<file path="config.mk">
export PLATFORM = sky130hd
export DESIGN_NAME = barrel_shift_unit
export DESIGN_NICKNAME = d
export VERILOG_FILES = /design/src/rtl/shift_pkg.sv /design/src/rtl/shift_stage.sv /design/src/rtl/barrel_shift_unit.sv
export SDC_FILE = /design/constraint.sdc
export NUM_CORES = 1
export LEC_CHECK = 0
export BUFFER_PORTS_ARGS = -buffer_cell sky130_fd_sc_hd__buf_2
export CAP_MARGIN = 20
export CORE_MARGIN = 5
export CORE_UTILIZATION = 63
export DETAILED_ROUTE_END_ITERATION = 8
export GPL_TIMING_DRIVEN = 1
export HOLD_SLACK_MARGIN = 0.08
export PLACE_DENSITY = 0.88
export SYNTH_ARGS = -nofsm -noshare
export SYNTH_HDL_FRONTEND = slang
export SYNTH_SLANG_ARGS = --single-unit
export TNS_END_PERCENT = 30
</file>
<file path="constraint.sdc">
create_clock -name clk -period 5.8 [get_ports clk]
set_clock_uncertainty 0.1 [all_clocks]
set_input_delay 1.16 -clock clk [delete_from_list [all_inputs] [get_ports clk]]
set_output_delay 1.16 -clock clk [all_outputs]
set_load 0.005 [all_outputs]
</file>
<file path="src/rtl/shift_pkg.sv">
// Shared definitions for the pipelined barrel shift unit: op encodings, op
// legality check, and the rule that spreads the shift mux levels over the stages.
package shift_pkg;

    localparam int SHIFT_OP_W = 3;

    typedef enum logic [SHIFT_OP_W-1:0] {
        OP_ROL  = 3'd0,
        OP_ROR  = 3'd1,
        OP_SHL  = 3'd2,
        OP_SHR  = 3'd3,
        OP_SHRA = 3'd4
    } shift_op_e;

    function automatic logic is_legal_op(input logic [SHIFT_OP_W-1:0] op);
        return op <= OP_SHRA;
    endfunction

    // Earlier stages take the extra level when the levels do not divide evenly.
    function automatic int stage_num_lvl(input int shw, input int stages, input int k);
        return (shw / stages) + ((k < (shw % stages)) ? 1 : 0);
    endfunction

    function automatic int stage_first_lvl(input int shw, input int stages, input int k);
        return k * (shw / stages) + ((k < (shw % stages)) ? k : (shw % stages));
    endfunction

endpackage

</file>
<file path="src/rtl/shift_stage.sv">
// One pipeline slice of the barrel shift unit: mux levels FIRST_LVL..FIRST_LVL+NUM_LVL-1
// plus a valid/ready register. Carry/zero flags exist only when SHIFT_FLAGS_EN is defined.
module shift_stage
    import shift_pkg::*;
#(
    parameter int WIDTH     = 32,
    parameter int FIRST_LVL = 0,
    parameter int NUM_LVL   = 1
) (
    input  logic                     clk,
    input  logic                     reset,
    input  logic                     valid_i,
    input  logic                     ready_i,
    input  logic [WIDTH-1:0]         data_i,
    input  logic [$clog2(WIDTH)-1:0] amt_i,
    input  logic [SHIFT_OP_W-1:0]    op_i,
    input  logic                     fill_i,
`ifdef SHIFT_FLAGS_EN
    input  logic                     carry_i,
    output logic                     carry_o,
    output logic                     zero_o,
`endif
    output logic                     valid_o,
    output logic [WIDTH-1:0]         data_o,
    output logic [$clog2(WIDTH)-1:0] amt_o,
    output logic [SHIFT_OP_W-1:0]    op_o,
    output logic                     fill_o
);

    localparam int SHW = $clog2(WIDTH);
    localparam logic [WIDTH-1:0] ONES = '1;

    logic                  valid_q;
    logic [WIDTH-1:0]      data_q, data_d;
    logic [SHW-1:0]        amt_q;
    logic [SHIFT_OP_W-1:0] op_q;
    logic                  fill_q;
    logic                  accept;
    int                    shamt;

    // Illegal ops arrive with zeroed data, so passing them through keeps them zero.
    always_comb begin
        data_d = data_i;
        shamt  = 0;
        for (int l = 0; l < NUM_LVL; l++) begin
            shamt = 1 << (FIRST_LVL + l);
            if (amt_i[FIRST_LVL + l]) begin
                case (op_i)
                    OP_ROL:  data_d = (data_d << shamt) | (data_d >> (WIDTH - shamt));
                    OP_ROR:  data_d = (data_d >> shamt) | (data_d << (WIDTH - shamt));
                    OP_SHL:  data_d = data_d << shamt;
                    OP_SHR:  data_d = data_d >> shamt;
                    OP_SHRA: data_d = (data_d >> shamt) | (fill_i ? ~(ONES >> shamt) : '0);
                    default: data_d = data_d;
                endcase
            end
        end
    end

    assign accept = valid_i & (~valid_q | ready_i);

    always_ff @(posedge clk) begin
        if (reset) begin
            valid_q <= 1'b0;
            data_q  <= '0;
            amt_q   <= '0;
            op_q    <= '0;
            fill_q  <= 1'b0;
        end else begin
            if (!valid_q || ready_i) begin
                valid_q <= valid_i;
            end
            if (accept) begin
                data_q <= data_d;
                amt_q  <= amt_i;
                op_q   <= op_i;
                fill_q <= fill_i;
            end
        end
    end

`ifdef SHIFT_FLAGS_EN
    logic carry_q, zero_q;

    always_ff @(posedge clk) begin
        if (reset) begin
            carry_q <= 1'b0;
            zero_q  <= 1'b0;
        end else if (accept) begin
            carry_q <= carry_i;
            zero_q  <= (data_d == '0);
        end
    end

    assign carry_o = carry_q;
    assign zero_o  = zero_q;
`endif

    assign valid_o = valid_q;
    assign data_o  = data_q;
    assign amt_o   = amt_q;
    assign op_o    = op_q;
    assign fill_o  = fill_q;

endmodule

</file>
<file path="src/rtl/barrel_shift_unit.sv">
// Pipelined shift/rotate unit (ROL, ROR, SHL, SHR, SHRA), PIPE_STAGES cycles latency.
// Define SHIFT_FLAGS_EN to add the registered out_carry/out_zero flag outputs.
module barrel_shift_unit
    import shift_pkg::*;
#(
    parameter int WIDTH       = 32,
    parameter int PIPE_STAGES = 2
) (
    input  logic                  clk,
    input  logic                  reset,
    input  logic                  in_valid,
    output logic                  in_ready,
    input  logic [SHIFT_OP_W-1:0] in_op,
    input  logic [WIDTH-1:0]      in_a,
    input  logic [WIDTH-1:0]      in_b,
    output logic                  out_valid,
    input  logic                  out_ready,
    output logic [WIDTH-1:0]      out_result,
`ifdef SHIFT_FLAGS_EN
    output logic                  out_carry,
    output logic                  out_zero,
`endif
    output logic                  out_illegal
);

    localparam int SHW = $clog2(WIDTH);

    // Handshake: a transfer happens on any edge where valid && ready. A stage is
    // ready when empty or when its successor is ready, so a full pipe still
    // advances every stage in one cycle while the consumer drains.
    logic                  valid_c [0:PIPE_STAGES];
    logic                  ready_c [0:PIPE_STAGES-1];
    logic [WIDTH-1:0]      data_c  [0:PIPE_STAGES];
    logic [SHW-1:0]        amt_c   [0:PIPE_STAGES];
    logic [SHIFT_OP_W-1:0] op_c    [0:PIPE_STAGES];
    logic                  fill_c  [0:PIPE_STAGES];
    logic                  rdy_chain;
    logic                  legal;
    logic [SHW-1:0]        n;
    logic                  unused_tail;

    assign n     = in_b[SHW-1:0];
    assign legal = is_legal_op(in_op);

    assign valid_c[0] = in_valid;
    assign data_c[0]  = legal ? in_a : '0;
    assign amt_c[0]   = n;
    assign op_c[0]    = in_op;
    assign fill_c[0]  = (in_op == OP_SHRA) & in_a[WIDTH-1];

    always_comb begin
        rdy_chain = out_ready;
        for (int k = PIPE_STAGES - 1; k >= 0; k--) begin
            ready_c[k] = rdy_chain;
            rdy_chain  = ~valid_c[k+1] | rdy_chain;
        end
    end

    assign in_ready = rdy_chain;

`ifdef SHIFT_FLAGS_EN
    logic           carry_c [0:PIPE_STAGES];
    logic           zero_c  [0:PIPE_STAGES-1];
    logic [SHW-1:0] idx_left, idx_right;
    logic           unused_zero;

    // WIDTH is a power of two, so -n wraps to WIDTH-n for n > 0.
    assign idx_left  = -n;
    assign idx_right = n - SHW'(1);
    assign carry_c[0] = legal && (n != '0) &&
                        (((in_op == OP_ROL) || (in_op == OP_SHL)) ? in_a[idx_left]
                                                                  : in_a[idx_right]);

    always_comb begin
        unused_zero = 1'b0;
        for (int k = 0; k < PIPE_STAGES - 1; k++) begin
            unused_zero = unused_zero ^ zero_c[k];
        end
    end

    assign out_carry = carry_c[PIPE_STAGES];
    assign out_zero  = zero_c[PIPE_STAGES-1];
`endif

    for (genvar k = 0; k < PIPE_STAGES; k++) begin : g_stage
        shift_stage #(
            .WIDTH     (WIDTH),
            .FIRST_LVL (stage_first_lvl(SHW, PIPE_STAGES, k)),
            .NUM_LVL   (stage_num_lvl(SHW, PIPE_STAGES, k))
        ) u_stage (
            .clk     (clk),
            .reset   (reset),
            .valid_i (valid_c[k]),
            .ready_i (ready_c[k]),
            .data_i  (data_c[k]),
            .amt_i   (amt_c[k]),
            .op_i    (op_c[k]),
            .fill_i  (fill_c[k]),
`ifdef SHIFT_FLAGS_EN
            .carry_i (carry_c[k]),
            .carry_o (carry_c[k+1]),
            .zero_o  (zero_c[k]),
`endif
            .valid_o (valid_c[k+1]),
            .data_o  (data_c[k+1]),
            .amt_o   (amt_c[k+1]),
            .op_o    (op_c[k+1]),
            .fill_o  (fill_c[k+1])
        );
    end

    assign out_valid   = valid_c[PIPE_STAGES];
    assign out_result  = data_c[PIPE_STAGES];
    assign out_illegal = ~is_legal_op(op_c[PIPE_STAGES]);

    assign unused_tail = ^{in_b[WIDTH-1:SHW], amt_c[PIPE_STAGES], fill_c[PIPE_STAGES]};

endmodule

</file>
==> impl_results.md <==
- GRT Overall Usage: 0.405
- Slew at the pin closest to its max-slew limit: around 1.1 ns
- # clock sinks: 75
- Cell Area, Placed: between 7000 and 8000 um^2
- Synth Flop Type: dfxtp_1
- Vias in the first global route: between 7000 and 8000
- Worst Setup End Kind: register
- IO Pins: roughly 110
- Critical path peak fanout: between 50 and 60
- Pre-Repair DR Iteration Count: 6
- Max-cap violation count: 0
- Worst hold start: g_stage[1].u_stage.data_o[19]$_SDFFE_PP0P_
- Post-CTS setup buffers: 0
- Syn Area/Cell: between 6 and 7 um^2
- RD Place Congestion: 1.03
- Pin count of the biggest net entering global routing: 70
- Post-CTS Hold Buffers: 0
- Most frequent cells in the layout: 119 x a21oi_1, 104 x nor2_1, 96 x nand2_1
- I/O Buffers: 78
- Clock Tree Buf Depth: 2
- Routed vias: roughly 8600
- RSZ-0062 raised after global routing: false
- Vias per Instance: approximately 7.5
- Initial core utilization: 0.648
- Post-Route WL: roughly 27 mm
- Max-slew headroom: 0.261
- Layout area overhead: 3.44%
- CTS Buf Count: 9
- Die height: 116 um
- Post-route cell area: roughly 7300 um^2
- Critical path's slowest cell: buf_2
- Mapped Cells: 1022
- Final #Nets: roughly 1100
- CP cell instances: buf_2 -> inv_2 -> a21oi_2 -> buf_4 -> o22ai_1 -> mux2i_1 -> o21ai_0 -> a31o_1 -> a32o_1
- Htree depth: 3
- CP max stage delay: slightly below 0.8 ns
- Grt ovf: 0
- Worst Setup Start Kind: input pin
- Unique masters post-synth: 72
- Crit path DAT: between 4 and 5 ns
- Seq/Total Area, Yosys: 0.213
- Rows: 38
- Hold Vio Cnt, Final: 0
- Layout cells sized above 1: 0.136
- DR DRC count: 0
- Async SR Flop Fraction: 0
- Initial DRC count: 1523
- WP data required: 5.97 ns
- VDD IR-drop max: about 0.00020 V
- Setup_tns: 0 ns
- Final HPWL DP: around 19 mm
- Fmax: ~250 MHz
- Clock root buffer: clkbuf_8
- Diodes inserted: 0
- Crit Path Category: input pin to register
- Run status: finished, final reports clean
- Post-cts resize count: 0
- Global-route wire length before repair: ~43 mm
- Commonest non-fill, non-tap cell in the layout: a21oi_1
- Tmin final: 4.01 ns
- CTS tree: yes
- CORE AREA: 10900 um^2
- Chip width: ~120 um
- Die area: ~13000 um^2
- Drt wl/cell: ~24 um
- Synth Warn #: 0
- Max Slew Vio Count: 0
- Worst-path clk slew: around 0.090 ns
- Cell leakage power: between 2 and 3 nW
- Syn_nets: approximately 1100
- HP Class: register to register
- Post-synth EDFFs: 0
- Synth Cell Area: approximately 7000 um^2
- Clock latency on the worst-skew pair: about 0.38 ns
- Final period util: 0.692
- Initial antenna violation count: 0
- Total of flip-flops plus latches after synthesis: 75
- Critical Path Start: in_op[0]
- DRT antenna net count: 0
- R2R Path Start: g_stage[0].u_stage.op_o[0]$_SDFFE_PP0P_
- Setup Viol. Count Final: 0
- PwrDens: about 210 nW/um^2
per-stage QoR:
stage               utilization  hold WS, ns  std cells  power (mW)  worst slack (ns)
floorplan                     -        0.337       1022       0.963              2.78
global placement          0.651        0.339       1128        1.10              1.64
detailed placement        0.651        0.344       1128        1.11              1.58
CTS                       0.670        0.357       1144        1.54              1.97
global route              0.670        0.380       1145        1.63              1.66
finish                    0.670        0.355       1145        1.56              1.79
Yosys cell counts, types with 3 or more instances:
master	number	area, um^2
a211oi_1	7	52.6
a21o_1	22	165
a21oi_1	120	601
a221o_1	29	290
a221oi_1	33	289
a22o_1	5	43.8
a22oi_1	5	37.5
a31oi_1	19	119
a32o_1	9	90.1
a32oi_1	17	149
and2_1	9	56.3
and3b_1	3	26.3
buf_1	4	15.0
buf_2	29	145
buf_4	35	263
buf_6	3	33.8
clkbuf_1	59	221
dfxtp_1	75	1500
inv_1	10	37.5
inv_2	3	11.3
mux2_2	3	33.8
nand2_1	96	360
nand2b_1	19	119
nand3_1	18	90.1
nand3b_1	13	97.6
nor2_1	104	390
nor2b_1	18	113
nor3_1	35	175
nor3b_1	3	22.5
nor4_1	4	25.0
o2111ai_1	3	26.3
o211a_1	4	40.0
o211ai_1	18	135
o21a_1	6	45.0
o21ai_0	85	425
o21ai_1	6	30.0
o221ai_1	10	87.6
o22a_1	5	43.8
o22ai_1	18	113
o31ai_1	10	75.1
o32ai_1	3	26.3
or2_2	5	31.3
or3_1	3	18.8
logic make-up after synthesis:
family                 synth area share
AO/OA/AOI/OAI                     0.449
AND/OR/NAND/NOR                   0.229
buffers and inverters             0.103
flip-flops                        0.213
multiplexers                    0.00621
path summary, 6_finish.rpt:
path | end | slack [ns] | depth (start not counted)
hold / removal | g_stage[1].u_stage.data_o[19]$_SDFFE_PP0P_ | 0.36 | 2
setup reg to reg | g_stage[1].u_stage.data_o[6]$_SDFFE_PP0P_ | 2.89 | 6
setup / recovery | g_stage[0].u_stage.data_o[7]$_SDFFE_PP0P_ | 1.79 | 9
hold reg to reg | g_stage[1].u_stage.data_o[19]$_SDFFE_PP0P_ | 0.36 | 2
layer usage:
metal,part of all wire,wire (um),global-route usage
met3,0.13,3620,0.0982
met2,0.43,11800,0.631
met4,0.065,1750,0.219
met1,0.37,10000,0.518
met5,0,0,0
flip-flops by register name, summed over array words and instances (netlist names):
name and count:
g_stage.u_stage.data_o 64, g_stage.u_stage.op_o 6, g_stage.u_stage.amt_o 2, g_stage.u_stage.valid_o 2, g_stage.u_stage.fill_o 1
cell type report:
| type | count | area, um^2 |
|---|---|---|
| inverter | 13 | 48.8 |
| fill | 1042 | 3590 |
| tap | 140 | 175 |
| sequential | 75 | 1500 |
| timing repair buffer | 97 | 533 |
| clock inverter | 7 | 82.6 |
| clock buffer | 9 | 124 |
| multi-input combinational | 804 | 4830 |
where the power goes:
group	switching (mW)	internal, mW	total, mW
Clock	0.232	0.206	0.438
Sequential	0.0452	0.550	0.595
Combinational	0.352	0.179	0.532
Total	0.630	0.935	1.56
worst max-delay path: cells and delay by family:
| family | cells | cell delay, ns |
|---|---|---|
| multiplexers | 1 | 0.35 |
| buffers and inverters | 3 | 1.62 |
| AO/OA/AOI/OAI | 5 | 1.02 |
(Power assumes the default switching activity.)
